**config.mk**
```make
export PLATFORM = sky130hd
export DESIGN_NAME = life_cell_rule
export DESIGN_NICKNAME = d
export VERILOG_FILES = /design/src/rtl/life_cell_rule.sv
export SDC_FILE = /design/constraint.sdc
export NUM_CORES = 1
export LEC_CHECK = 0
export CORE_MARGIN = 5
export CORE_UTILIZATION = 37
export CTS_CLUSTER_SIZE = 8
export DETAILED_ROUTE_END_ITERATION = 10
export GPL_TIMING_DRIVEN = 0
export PLACE_DENSITY = 0.85
export SETUP_SLACK_MARGIN = 0.15
export SYNTH_ARGS = -nofsm -noshare
export SYNTH_HDL_FRONTEND = slang
export SYNTH_SLANG_ARGS = --single-unit
export TNS_END_PERCENT = 100
```
**constraint.sdc**
```tcl
create_clock -name clk -period 3.9 [get_ports clk]
set_input_delay 0.585 -clock clk [delete_from_list [all_inputs] [get_ports clk]]
set_output_delay 0.585 -clock clk [all_outputs]
set_load 0.005 [all_outputs]
```
**src/rtl/life_cell_rule.sv**
```systemverilog
// life_cell_rule: one registered Game-of-Life cell.
// Counts live neighbours, applies birth/survive rule masks on each step,
// supports seed loading, tracks stability and (optionally) the cell's age.
// Optional feature macro: LIFE_CELL_AGE_EN enables the saturating age
// counter; without it the age output is tied to zero.
module life_cell_rule #(
  parameter int N_NBR = 8,
  parameter logic [N_NBR:0] BIRTH_MASK = 9'b000001000,
  parameter logic [N_NBR:0] SURVIVE_MASK = 9'b000001100,
  parameter int AGE_W = 8,
  parameter int STABLE_GENS = 4,
  localparam int CNT_W = $clog2(N_NBR + 1)
) (
  input  logic             clk,
  input  logic             reset,
  input  logic [N_NBR-1:0] nbr,
  input  logic             step,
  input  logic             load,
  input  logic             seed,
  output logic             alive,
  output logic [CNT_W-1:0] count,
  output logic             none_alive,
  output logic             changed,
  output logic             stable,
  output logic [AGE_W-1:0] age
);

  // Stability counter only needs to reach STABLE_GENS, where it saturates.
  localparam int SC_W = $clog2(STABLE_GENS + 1);
  localparam logic [SC_W-1:0] STAB_MAX = SC_W'(STABLE_GENS);

  logic [CNT_W-1:0] cnt_p0;
  logic             nxt_p0;
  logic [SC_W-1:0]  stab_upd_p0;
  logic [SC_W-1:0]  stab_cnt_p1;

  // Population count of the neighbour inputs, zero-extended to CNT_W.
  always_comb begin
    cnt_p0 = '0;
    for (int i = 0; i < N_NBR; i++) begin
      cnt_p0 = cnt_p0 + CNT_W'(nbr[i]);
    end
  end

  assign count      = cnt_p0;
  assign none_alive = (cnt_p0 == '0);

  // Rule lookup: a live cell consults the survive mask, a dead one the birth mask.
  always_comb begin
    nxt_p0 = alive ? SURVIVE_MASK[cnt_p0] : BIRTH_MASK[cnt_p0];
  end

  // Unchanged generations extend the run (saturating); any change restarts it.
  always_comb begin
    if (nxt_p0 != alive) begin
      stab_upd_p0 = '0;
    end else if (stab_cnt_p1 == STAB_MAX) begin
      stab_upd_p0 = STAB_MAX;
    end else begin
      stab_upd_p0 = stab_cnt_p1 + SC_W'(1);
    end
  end

  // Cell state, change pulse and stability tracking: reset > load > step > hold.
  always_ff @(posedge clk) begin
    if (reset) begin
      alive       <= 1'b0;
      changed     <= 1'b0;
      stable      <= 1'b0;
      stab_cnt_p1 <= '0;
    end else if (load) begin
      alive       <= seed;
      changed     <= seed ^ alive;
      stable      <= 1'b0;
      stab_cnt_p1 <= '0;
    end else if (step) begin
      alive       <= nxt_p0;
      changed     <= nxt_p0 ^ alive;
      stab_cnt_p1 <= stab_upd_p0;
      stable      <= (stab_upd_p0 >= STAB_MAX);
    end else begin
      changed     <= 1'b0;
    end
  end

`ifdef LIFE_CELL_AGE_EN
  logic [AGE_W-1:0] age_p1;

  // Age counts consecutive survivals, saturating; birth, death or staying dead clears it.
  always_ff @(posedge clk) begin
    if (reset || load) begin
      age_p1 <= '0;
    end else if (step) begin
      if (alive && nxt_p0) begin
        age_p1 <= (age_p1 == '1) ? age_p1 : age_p1 + AGE_W'(1);
      end else begin
        age_p1 <= '0;
      end
    end
  end

  assign age = age_p1;
`else
  assign age = '0;
`endif

endmodule

```
==> results of run 1 <==
worst paths after layout:
path,start,to,slack (ns),depth (start not counted)
max,nbr[1],none_alive,0.04,10
min,stab_cnt_p1[1]$_SDFFE_PP0P_,stab_cnt_p1[1]$_SDFFE_PP0P_,0.50,2
max reg2reg,stab_cnt_p1[0]$_SDFFE_PP0P_,stable$_SDFFE_PP0P_,2.81,5
min reg2reg,stab_cnt_p1[1]$_SDFFE_PP0P_,stab_cnt_p1[1]$_SDFFE_PP0P_,0.50,2
registers in the layout (all words and copies together) (netlist names):
name / flops
alive: 1
stab_cnt_p1: 2
stable: 1
changed: 1
kinds of logic after synthesis:
kind of cell / after synthesis / synth area share
AO/OA/AOI/OAI: 13 / 0.157
XOR/XNOR: 2 / 0.0323
adder cells (fa/ha/maj): 9 / 0.263
buffers and inverters: 21 / 0.201
flip-flops: 5 / 0.185
other: 1 / 0.00692
AND/OR/NAND/NOR: 17 / 0.155
layout make-up:
| class | instances | area (µm²) | share of cell area |
|---|---|---|---|
| Buffer | 8 | 60.1 | 0.0687 |
| Clock buffer | 4 | 26.3 | 0.0300 |
| Timing Repair Buffer | 24 | 221 | 0.253 |
| Multi-Input combinational cell | 49 | 399 | 0.456 |
| Sequential cell | 5 | 100 | 0.114 |
| Inverter | 13 | 48.8 | 0.0558 |
| Tap cell | 15 | 18.8 | 0.0215 |
layout by cell type, fill, tap and decap left out, types with 4 or more instances in the layout:
cell	n
ha_1	4
inv_1	11
conb_1	8
a21oi_1	4
dfxtp_1	5
nand3_1	4
clkdlybuf4s50_1	13
buf_4	12
nor2_1	4
power groups by stage:
stage	clock, mW	sequential (mW)	combinational, mW
6_report	0.0601	0.0580	0.214
5_1_grt	0.0670	0.0584	0.238
4_1_cts	0.0625	0.0580	0.193
3_5_place_dp	0	0.0588	0.173
3_3_place_gp	0	0.0585	0.167
2_1_floorplan	0	0.0584	0.0981
layer usage:
metal / GRT usage / part of all wire / vias to the layer above
met2: 0.240 / 0.49 / 35
met3: 0.0369 / 0.13 / 2
li1: - / - / 277
met4: 0.0645 / 0.013 / 0
met1: 0.130 / 0.36 / 239
met5: 0 / 0 / -
worst max-delay path: stages:
cell and delay (ns):
buf_6 0.09, fa_1 0.54, inv_2 0.04, fa_1 0.45, fa_1 0.51, inv_2 0.05
ha_4 0.15, fa_2 0.42, nor4_1 0.27, buf_2 0.16
repair_timing:
| action | CTS | global route |
|---|---|---|
| hold endpoints to repair | 0 | 0 |
| gates resized for setup | 29 | 6 |
| setup buffers | 3 | 1 |
| pin swaps | 7 | 11 |
| endpoints found under the setup margin | 9 | 9 |
through the flow:
stage / cell area [µm²] / util
final: 875 / 0.648
after global routing: 875 / 0.648
after CTS: 845 / 0.626
after detailed placement: 790 / 0.585
after global placement: 790 / 0.585
after floorplan: 571 / -
==> impl_metrics.csv, run 1 <==
group,metric,value,unit
run_status,status,"finished clean",
synthesis,yosys.area.top_type,"dfxtp_1",
floorplanning,ios,29,
clocking,cts_tree,"built",
power,p_comb_frac,0.644,
worst_setup_path,cp.required,3.31,ns
worst_setup_path,crit_path_start_kind,"input pin",
power,p_sw,118,µW
power,switching_share,0.357,
sta,fin_crit,3.86,ns
power,p_leak,0.427,nW
global_routing,first_global_vias,539,
floorplanning,die_area,0.00233,mm²
clocking,hold_buffers,0,
worst_setup_path,worstSetupEndpointType,"output pin",
worst_setup_path,worstPathMaxFanout,2,
layout,area_growth,61.4,%
sta,fmaxAchievable,259,MHz
layout,layout.nets,126,
synthesis,synth_seq_area_share,0.185,
global_routing,grt.total_usage,0.130,
place,hpwl,1.13,mm
synthesis,yosysWarnings,0,
power,power_density,380,mW/mm²
synthesis,postSynth.asyncResetShare,0,
detailed_routing,dr.pass1.iters,4,
layout,finalNonFillerCells,118,
sta,finalSetupViolations,0,
floorplanning,row_count,13,
power,finalPower,332,µW
sta,grt_setup_unrepaired,"true",
detailed_routing,routedWlPerCell,11.5,µm
clocking,clock_path_buffers,2,
synthesis,syn_inst,68,
hold_path,hold_path.class,"reg2reg",
synthesis,synth_area,542,µm²
detailed_routing,antenna_left,0,
layout,diodes,0,
place,gp_congestion,0.832,
synthesis,synth_top_area_frac,0.185,
synthesis,synth_most_common_cell,"inv_1",
place,dpl.cell_count,110,
synthesis,avgSynthCellArea,7.97,µm²
detailed_routing,avgViaCountPerCell,4.69,
worst_setup_path,arrival,3.28,ns
detailed_routing,drt_iter0_drc,7,
clocking,cts_sinks,5,
clocking,clkSlewWorstSetupHoldPaths,0.04,ns
sta,setup_tns,0,ns
sta,hold_viol,0,
clocking,cts_root_buf,"clkbuf_4",
floorplanning,die_h,48.3,µm
job,maxCapViolations,0,
synthesis,synth_seq_cells,5,
synthesis,ys.flop_type,"dfxtp_1",
sta,setup_slack,0.0382,ns
floorplanning,core_area,0.00135,mm²
detailed_routing,drcViolationCount,0,
place,place_ws,-0.809,ns
power,seq_power_share,0.175,
synthesis,synth.area.top_cells,"dfxtp_1 (18%), fa_1 (15%), ha_1 (12%)",
global_routing,antenna_found_initial,0,
detailed_routing,via_count,553,
floorplanning,initial_core_util,0.401,
global_routing,grt_first_pass_wirelength,2.10,mm
synthesis,synth_edf_count,0,
layout,fillers,119,
sta,slew_viol_final,0,
power,p_int,214,µW
sta,fin_crit_sh,0.990,
sta,clock_skew,0.00541,ns
global_routing,gr-total-overflow,0,
power,pwr-share-clk,0.181,
clocking,cts.htree.levels,1,
worst_setup_path,path_class,"in2out",
sta,whs,0.502,ns
synthesis,synth_cell_types,22,
clocking,cts-buffers-inserted,3,
power,vdd_drop_max,0.180,mV
floorplanning,dieWidth,48.3,µm
place,numPortBuffers,20,
detailed_routing,routed_wl,1.36,mm
synthesis,synth_common_cells,"inv_1 (13), buf_4 (8), dfxtp_1 (5), ha_1 (5), nand3_1 (5)",
layout,drive_gt1_frac,0.282,
clocking,clk_latency,0.24,ns
global_routing,grt_max_degree,8,
Power figures use the tool's default switching activity.
==> inputs of run 2 (changes only) <==
MAX_ROUTING_LAYER = met4   (was default)
==> results of run 2 <==
Final layout, timing and power as in run 1 (identical DEF).
Among the figures that moved: final weighted congestion in routability-driven placement 0.832 -> 0.845; overall routing resource usage 0.130 -> 0.134
